<file path="config.mk">
export PLATFORM = sky130hd
export DESIGN_NAME = x_seq_driver
export DESIGN_NICKNAME = d
export VERILOG_FILES = /design/src/rtl/x_seq_driver.sv
export SDC_FILE = /design/constraint.sdc
export NUM_CORES = 1
export LEC_CHECK = 0
export CELL_PAD_IN_SITES_DETAIL_PLACEMENT = 1
export CELL_PAD_IN_SITES_GLOBAL_PLACEMENT = 2
export CORE_ASPECT_RATIO = 2
export CORE_UTILIZATION = 33
export CTS_BUF_LIST = sky130_fd_sc_hd__clkbuf_16
export DETAILED_ROUTE_END_ITERATION = 10
export PLACE_DENSITY = 0.89
export SLEW_MARGIN = 20
export SYNTH_ARGS = -nofsm -noshare
export SYNTH_HDL_FRONTEND = slang
export SYNTH_SLANG_ARGS = --single-unit
</file>
<file path="constraint.sdc">
create_clock -name CLK -period 2.05 [get_ports CLK]
set_input_delay 0.3075 -clock CLK [delete_from_list [all_inputs] [get_ports CLK]]
set_output_delay 0.3075 -clock CLK [all_outputs]
set_load 0.005 [all_outputs]
</file>
<file path="src/rtl/x_seq_driver.sv">
// Serial stimulus source for the 3-bit JK state machine.
// Shifts a latched pattern out on x (LSB first, one bit per clock), samples
// the machine's F result on f_in and counts the cycles it was high.
// LEN must be 1..16 and 2**IDX_W must be >= LEN.
module x_seq_driver #(
    parameter int unsigned LEN   = 8,
    parameter int unsigned IDX_W = 4,
    parameter int unsigned CNT_W = 4
) (
    input  logic             CLK,
    input  logic             RESET,
    input  logic             start,
    input  logic [LEN-1:0]   pattern,
    input  logic             f_in,
    output logic             x,
    output logic             busy,
    output logic             done,
    output logic [CNT_W-1:0] hits
);

    typedef enum logic [1:0] {
        StIdle,
        StSend,
        StDrain,
        StDone
    } state_e;

    localparam logic [IDX_W-1:0] LastIdx = IDX_W'(LEN - 1);
    localparam logic [CNT_W-1:0] HitsMax = '1;

    state_e           r_state;
    logic [LEN-1:0]   r_shift;
    logic [IDX_W-1:0] r_idx;
    logic             r_x;
    logic             r_busy;
    logic             r_done;
    logic [CNT_W-1:0] r_hits;
    logic             w_sample;

    // f_in reflects one consumed bit from the second SEND cycle onwards;
    // the DRAIN cycle carries the result of the last bit.
    always_comb begin
        w_sample = ((r_state == StSend) && (r_idx != '0)) || (r_state == StDrain);
    end

    // Run sequencer: shifting, hit counting and all registered outputs.
    always_ff @(posedge CLK or negedge RESET) begin
        if (!RESET) begin
            r_state <= StIdle;
            r_shift <= '0;
            r_idx   <= '0;
            r_x     <= 1'b0;
            r_busy  <= 1'b0;
            r_done  <= 1'b0;
            r_hits  <= '0;
        end else begin
            if (w_sample && f_in && (r_hits != HitsMax)) begin
                r_hits <= r_hits + 1'b1;
            end

            unique case (r_state)
                StIdle: begin
                    r_x    <= 1'b0;
                    r_busy <= 1'b0;
                    r_done <= 1'b0;
                    if (start) begin
                        // Bit 0 goes straight to x; the rest wait in the shifter.
                        r_x     <= pattern[0];
                        r_shift <= pattern >> 1;
                        r_idx   <= '0;
                        r_hits  <= '0;
                        r_busy  <= 1'b1;
                        r_state <= StSend;
                    end
                end
                StSend: begin
                    if (r_idx == LastIdx) begin
                        r_x     <= 1'b0;
                        r_state <= StDrain;
                    end else begin
                        r_x     <= r_shift[0];
                        r_shift <= r_shift >> 1;
                        r_idx   <= r_idx + 1'b1;
                    end
                end
                StDrain: begin
                    r_busy  <= 1'b0;
                    r_done  <= 1'b1;
                    r_state <= StDone;
                end
                StDone: begin
                    r_done  <= 1'b0;
                    r_state <= StIdle;
                end
                default: begin
                    r_state <= StIdle;
                end
            endcase
        end
    end

    assign x    = r_x;
    assign busy = r_busy;
    assign done = r_done;
    assign hits = r_hits;

endmodule

</file>
* Yosys cells after proc, flatten, opt, wreduce, memory -nomap -nowiden *
Index checks and enable logic that the tools add are counted.
Widths: inputs -> output; s select.

operators by class
  add/subtract/negate cells = 2
  equal/unequal tests = 8
  multiplexer cells = 18
  reduce and logical (&&, ||, !) cells = 12

operators with widths
  cell                 number
  $mux 4               5
  $mux 8               2
  $pmux 8 s2           1
  $add 4x1->4 const B  2
  $pmux 2 s4           1
  $pmux 4 s2           1
  $pmux 1 s2           3
  $reduce_bool 2->1    3
  $eq 2x2->1 const B   2
  $eq 4x3->1 const B   1
  $mux 2               2
  $ne 2x2->1 const B   2
  $ne 4x4->1 const B   1
  $reduce_bool 4->1    1
  $logic_and 1x1->1    3
  $mux 1               3
  $reduce_and 3->1     1
  $eq 2x1->1 const B   1
  $logic_not 2->1      1
  $ne 2x1->1 const B   1
  $reduce_and 2->1     1
  $reduce_or 2->1      1
  $logic_or 1x1->1     1

storage, ports and cells
  register bits = 21
  input bits = 12
  output and inout port bits = 7
  logic and storage cells = 47

* Logic depth before layout (Yosys ltp) *
Gate-level depths: netlist of the first run.

  depth after elaboration = 8
  gate-level depth with buffers = 8
  depth with buffers taken out = 6

* Least setup slack after synthesis of the first run *
Ideal clock, no wire load.

  path type = reg-to-reg
  start point = register r_state[0]
  end point = register r_idx[0]
  setup time = 0.125 ns
  data arrival time = 1.421 ns
  data required time = 1.925 ns
  setup slack = 0.504 ns
  stages on the path, launching flop included = 6
  path buffers = 0
  period minus slack after synthesis = 1.546 ns
  path through = dfrtp_1 > inv_1 > ha_1 > and2b_1 > a211o_1 > mux2_2

between the ends
  longest elaborated chain between the ends = 3
  elaborated cells between the ends (all ways) = 7
  classes of those cells = 3 x eq/ne; 1 x mux; 3 x reduce/logical

RTL lines
  element                                                           RTL line  source
  start, declared                                                   31        state_e r_state;
  start signal, assigned                                            49        r_state <= StIdle;
  start signal, assigned                                            73        r_state <= StSend;
  start signal, assigned                                            79        r_state <= StDrain;
  $eq 2x1->1 or $logic_not 2->1 (tied branches)                     61        unique case (r_state)
  $ne 2x2->1 (no source line) or $reduce_bool 2->1 (tied branches)  --
  $reduce_and 3->1 (no source line)                                 --
  end signal, assigned                                              83        r_idx <= r_idx + 1'b1;
  end, declared                                                     33        logic [IDX_W-1:0] r_idx;

Parallel ways exist; a longest one is shown, timed or not.
A chain may end at the register's enable or synchronous reset.

* Worst setup path in the final report of the first run *
  start point = register r_state[0]
  end point = register r_idx[3]

Same word-level chain as after synthesis.

==> results_dict.tcl, run 1 <==
set metrics [dict create \
    vias 828 \
    wl_per_cell_um 15.8 \
    clk_latency_ps 260 \
    arrival_ps 1890 \
    ctsResizeCount 0 \
    syn_inst 99 \
    grt.busiest_layer "met2" \
    fin_crit_ps 1750 \
    fin_ws_ps 298 \
    dp_slack_ps 229 \
    start_util 0.355 \
    crit_fanout 8 \
    p_leak_uw 0.000619 \
    synth_area_um2 1070 \
    firstDrtPassIters 3 \
    grt_max_degree 21 \
    use_met3 0.0261 \
    viasPerCell 5.45 \
    cts_hold_buf 0 \
    clockBufferDepth 2 \
    power.density_nw_per_um2 1570 \
    cts_tree "done" \
    period_share 0.855 \
    hpwl_um 1860 \
    synth_enable_flop_cells 0 \
    hold_path.class "input port to async pin" \
    cp.required_ps 2180 \
    placed_area_um2 1290 \
    max_freq_mhz 571 \
    clock_sinks 20 \
    use_met2 0.314 \
    io_pins 19 \
    synth_nets 117 \
    postCtsSetupBuffers 0 \
    relSlewSlack 0.741 \
    overflow 0 \
    ys_seq_area_frac 0.467 \
    dieArea_um2 3490 \
    fin_skew_ps 3.07 \
    setup_viol 0 \
    fin_area_um2 1370 \
    initialDrtViolationCount 3 \
    criticalPathCategory "flip-flop to flip-flop" \
    cts_htree_levels 1 \
    startpoint_type "flip-flop" \
    tightest_slew_ps 384 \
    chipHeight_um 82.6 \
    syn_area_per_cell_um2 10.8 \
    clkSlewWorstSetupHoldPaths_ps 60 \
    globalRouteMet1Util 0.169 \
    synth_top_flop_cell "dfrtp_1" \
    cap_violations 0 \
    synthArstFlopShare 1.00 \
    tns_ps 0 \
    clock_tree.root_cell "clkbuf_16" \
    area_growth_pct 28.3 \
    rsz0062_at_grt "false" \
    core_area_um2 3010 \
    row_count 28 \
    numCtsBuffers 3 \
    gp_congestion 0.661 \
    die_x_um 42.3 \
    grt_usage 0.164 \
    drc_errors 0 \
    critPathLaunch "r_state[0]" \
    hold_viol 0 \
    fill_cells 356 \
    port_buffers 18 \
    peakVddDrop_mv 0.654 \
    yosys_warnings 0 \
    grt_pass1_wl_um 4240 \
    synthDistinctLibCells 30 \
    hold_ws_ps 399 \
    drive_gt1_frac 0.148 \
    drv_slew 0 \
    antenna_found_initial 0 \
    outcome "finished, final reports clean" \
    final_nets 141 \
    reg2reg_from "r_state[0]" \
    wl_um 2410 \
    ys_ff_latch 20 \
    grt_pass1_vias 889 \
    detail-route-antenna-nets 0 \
    num_antenna_cells 0 \
    endpoint_kind "flip-flop" \
]
flip-flops by register name (all words and copies together), names as in the netlist:
| register | flops |
|---|---|
| r_shift | 7 |
| hits | 4 |
| r_idx | 4 |
| r_state | 2 |
| busy | 1 |
| done | 1 |
| x | 1 |
cells in the final DEF, fill, tap and decap left out, types with 2 or more instances in the layout:
cell type,instances
a21oi_1,8
nand2_1,7
clkdlybuf4s50_1,18
a21oi_2,3
inv_1,4
clkbuf_16,3
nand2b_1,2
nor2_1,12
nand4_1,2
mux2_2,3
mux2i_1,9
o21ai_0,5
dfrtp_1,20
buf_4,4
ha_1,6
stage by stage:
stage	instances	util	power (uW)
after floorplan	99	-	1430
after global placement	148	0.430	1700
after detailed placement	148	0.430	1770
after CTS	152	0.456	2200
after global routing	152	0.456	2340
final	152	0.456	2160
path summary, 6_finish.rpt:
path                         endpoint  slack [ps]  cells past startpoint
max                          r_idx[3]         300                      6
min                                 x         400                      2
max reg2reg                  r_idx[3]         300                      6
min reg2reg                r_shift[6]         510                      1
max in group asynchronous    r_idx[2]        1430                      2
min in group CLK           r_shift[6]         510                      1
final cells by class:
class / count / area (um^2) / share of cell area
repair buffers: 22 / 210 / 0.153
flip-flops and latches: 20 / 500 / 0.364
well taps: 30 / 37.5 / 0.0273
inverters: 4 / 15.0 / 0.0109
clock buffers: 3 / 75.1 / 0.0546
clock inverters: 1 / 3.75 / 0.00273
multi-input cells: 72 / 532 / 0.387
power by group:
part           internal, uW  total, uW  switching [uW]
sequential              574        699             125
clock                   260        408             147
combinational           510       1050             540
total                  1340       2160             813
kinds of logic (layout without fill, tap and decap cells):
| logic type | count (synthesis) | count (layout) | synth area share |
|---|---|---|---|
| AND/OR/NAND/NOR | 32 | 32 | 0.165 |
| multiplexers | 12 | 12 | 0.116 |
| AO/OA/AOI/OAI | 21 | 21 | 0.138 |
| adder cells (fa/ha/maj) | 6 | 6 | 0.0701 |
| XOR/XNOR | 1 | 1 | 0.00818 |
| buffers and inverters | 7 | 30 | 0.0362 |
| flip-flops | 20 | 20 | 0.467 |
cell usage after synthesis, drive strengths merged (2+ instances only):
master	instances	area, um^2
mux2	3	33.8
dfrtp	20	500
buf	3	23.8
nor2	12	45.0
o21ai	5	25.0
nor3	2	15.0
a21oi	11	66.3
inv	4	15.0
nand2	7	26.3
nand2b	2	12.5
mux2i	9	90.1
ha	6	75.1
nand4	2	12.5
worst max-delay path, stage by stage (launching register included):
cell	delay (ps)
dfrtp_1	380
inv_1	70
ha_1	300
and2b_1	280
nor3b_2	300
nand4_1	160
mux2i_1	140
metal layers:
metal | vias up | share of wire
li1 | 391 | -
met1 | 412 | 0.37
met2 | 20 | 0.58
met3 | 5 | 0.032
met4 | 0 | 0.023
met5 | - | 0
(Power assumes the default switching activity.)
==> run 2: changes to the inputs <==
--- a/config.mk
+++ b/config.mk
@@ -11,6 +11,8 @@
 export CORE_UTILIZATION = 33
 export CTS_BUF_LIST = sky130_fd_sc_hd__clkbuf_16
 export DETAILED_ROUTE_END_ITERATION = 10
+export GPL_ROUTABILITY_DRIVEN = 0
+export MAX_ROUTING_LAYER = met4
 export PLACE_DENSITY = 0.89
 export SLEW_MARGIN = 20
 export SYNTH_ARGS = -nofsm -noshare
==> results_dict.tcl, run 2 (synthesis results as in run 1) <==
set metrics [dict create \
    peakVddDrop_mv 0.655 \
    hpwl_um 1860 \
    cp.required_ps 2180 \
    drive_gt1_frac 0.148 \
    drc_errors 0 \
    antenna_found_initial 0 \
    grt_pass1_wl_um 4250 \
    grt_max_degree 21 \
    port_buffers 18 \
    clock_sinks 20 \
    area_growth_pct 28.3 \
    outcome "finished, final reports clean" \
    criticalPathCategory "flip-flop to flip-flop" \
    hold_path.class "input port to async pin" \
    clk_latency_ps 260 \
    regMostFlops "r_shift" \
    hold_viol 0 \
    clock_tree.root_cell "clkbuf_16" \
    max_stage_delay_ps 380 \
    viasPerCell 5.49 \
    largest_reg_flops 7 \
    endpoint_kind "flip-flop" \
    ctsResizeCount 0 \
    fin_crit_ps 1750 \
    layout_common_cells "dfrtp_1 (20), clkdlybuf4s50_1 (18), nor2_1 (12)" \
    start_util 0.355 \
    die_x_um 42.3 \
    wl_um 2420 \
    reg2reg_from "r_state[0]" \
    cp_cell_sequence "inv_1 > ha_1 > and2b_1 > nor3b_2 > nand4_1 > mux2i_1" \
    tightest_slew_ps 384 \
    numCtsBuffers 3 \
    drv_slew 0 \
    final_common_cell "dfrtp_1" \
    num_antenna_cells 0 \
    fin_skew_ps 3.19 \
    worstSetupEndpoint "r_idx[3]" \
    postCtsSetupBuffers 0 \
    grt_pass1_vias 888 \
    wl_per_cell_um 15.9 \
    detail-route-antenna-nets 0 \
    dp_slack_ps 229 \
    relSlewSlack 0.741 \
    cp_num_buf_inv 1 \
    fin_ws_ps 303 \
    rsz0062_at_grt "false" \
    critPathLaunch "r_state[0]" \
    firstDrtPassIters 4 \
    r2r_slack_ps 300 \
    vias 835 \
    reg2reg_to "r_idx[3]" \
    io_pins 19 \
    max_freq_mhz 573 \
    worstRegToRegCells 6 \
    clockBufferDepth 2 \
    setup_viol 0 \
    cts_hold_buf 0 \
    cts_htree_levels 1 \
    arrival_ps 1880 \
    path_depth 6 \
    cp_slowest_cell "dfrtp_1" \
    cts_tree "done" \
    crit_fanout 8 \
    core_area_um2 3010 \
    grt_usage 0.169 \
    tns_ps 0 \
    row_count 28 \
    period_share 0.852 \
    p_leak_uw 0.000619 \
    fill_cells 356 \
    cp_top_family "simple AND/OR/NAND/NOR gates" \
    chipHeight_um 82.6 \
    dieArea_um2 3490 \
    final_nets 141 \
    overflow 0 \
    power.density_nw_per_um2 1570 \
    clkSlewWorstSetupHoldPaths_ps 60 \
    initialDrtViolationCount 6 \
    startpoint_type "flip-flop" \
    cap_violations 0 \
]
-- run 2: cell counts in the layout (fill, tap and decap cells not counted) --
Identical to the previous run, type by type.
-- run 2: area by class of cell --
class	count	area (um^2)	area share
well taps	30	37.5	0.0273
multi-input cells	72	532	0.387
clock buffers	3	75.1	0.0546
clock inverters	1	3.75	0.00273
flip-flops and latches	20	500	0.364
inverters	4	15.0	0.0109
repair buffers	22	210	0.153
-- run 2: worst register-to-register path, delay by kind of cell, from the launching register on --
kind,cells,cell delay (ps)
simple gates,3,740
buf+inv,1,70
flops,1,380
mux,1,140
fa+ha+maj,1,300
-- run 2: metrics by stage --
| stage | cell area [um^2] | hold WS (ps) | power, uW | util | std cells |
|---|---|---|---|---|---|
| after floorplan | 1070 | 11.9 | 1430 | - | 99 |
| after global placement | 1290 | 490 | 1700 | 0.430 | 148 |
| after detailed placement | 1290 | 494 | 1770 | 0.430 | 148 |
| after CTS | 1370 | 408 | 2200 | 0.456 | 152 |
| after global routing | 1370 | 430 | 2340 | 0.456 | 152 |
| final | 1370 | 400 | 2160 | 0.456 | 152 |
-- run 2: metal layers --
metal  up-vias  wire [um]  global-route usage
met3         4         76              0.0261
met1       421        879               0.172
met2        19       1410               0.314
met5         -          0                   -
met4         0         46              0.0750
li1        391          -                   -
-- run 2: report_power, final --
part / switching (uW) / internal, uW / leakage (uW) / total [uW]
Clock: 148 / 260 / 0.0000385 / 408
Sequential: 125 / 574 / 0.000246 / 698
Combinational: 542 / 510 / 0.000335 / 1050
Total: 814 / 1340 / 0.000619 / 2160
-- run 2: worst min path at each step --
stage	to	cells after the start	slack [ps]
3_3_place_gp	x	2	490
4_1_cts	hits[1]	2	410
2_1_floorplan	busy	0	10
3_5_place_dp	r_shift[6]	1	490
6_report	x	2	400
5_1_grt	hits[1]	2	430
==> run 3: changes to the inputs <==
--- a/config.mk
+++ b/config.mk
@@ -14,7 +14,6 @@
 export GPL_ROUTABILITY_DRIVEN = 0
 export MAX_ROUTING_LAYER = met4
 export PLACE_DENSITY = 0.89
-export SLEW_MARGIN = 20
 export SYNTH_ARGS = -nofsm -noshare
 export SYNTH_HDL_FRONTEND = slang
 export SYNTH_SLANG_ARGS = --single-unit
==> results of run 3 <==
Same layout as run 2: the final DEF is identical, and so are final timing and power.
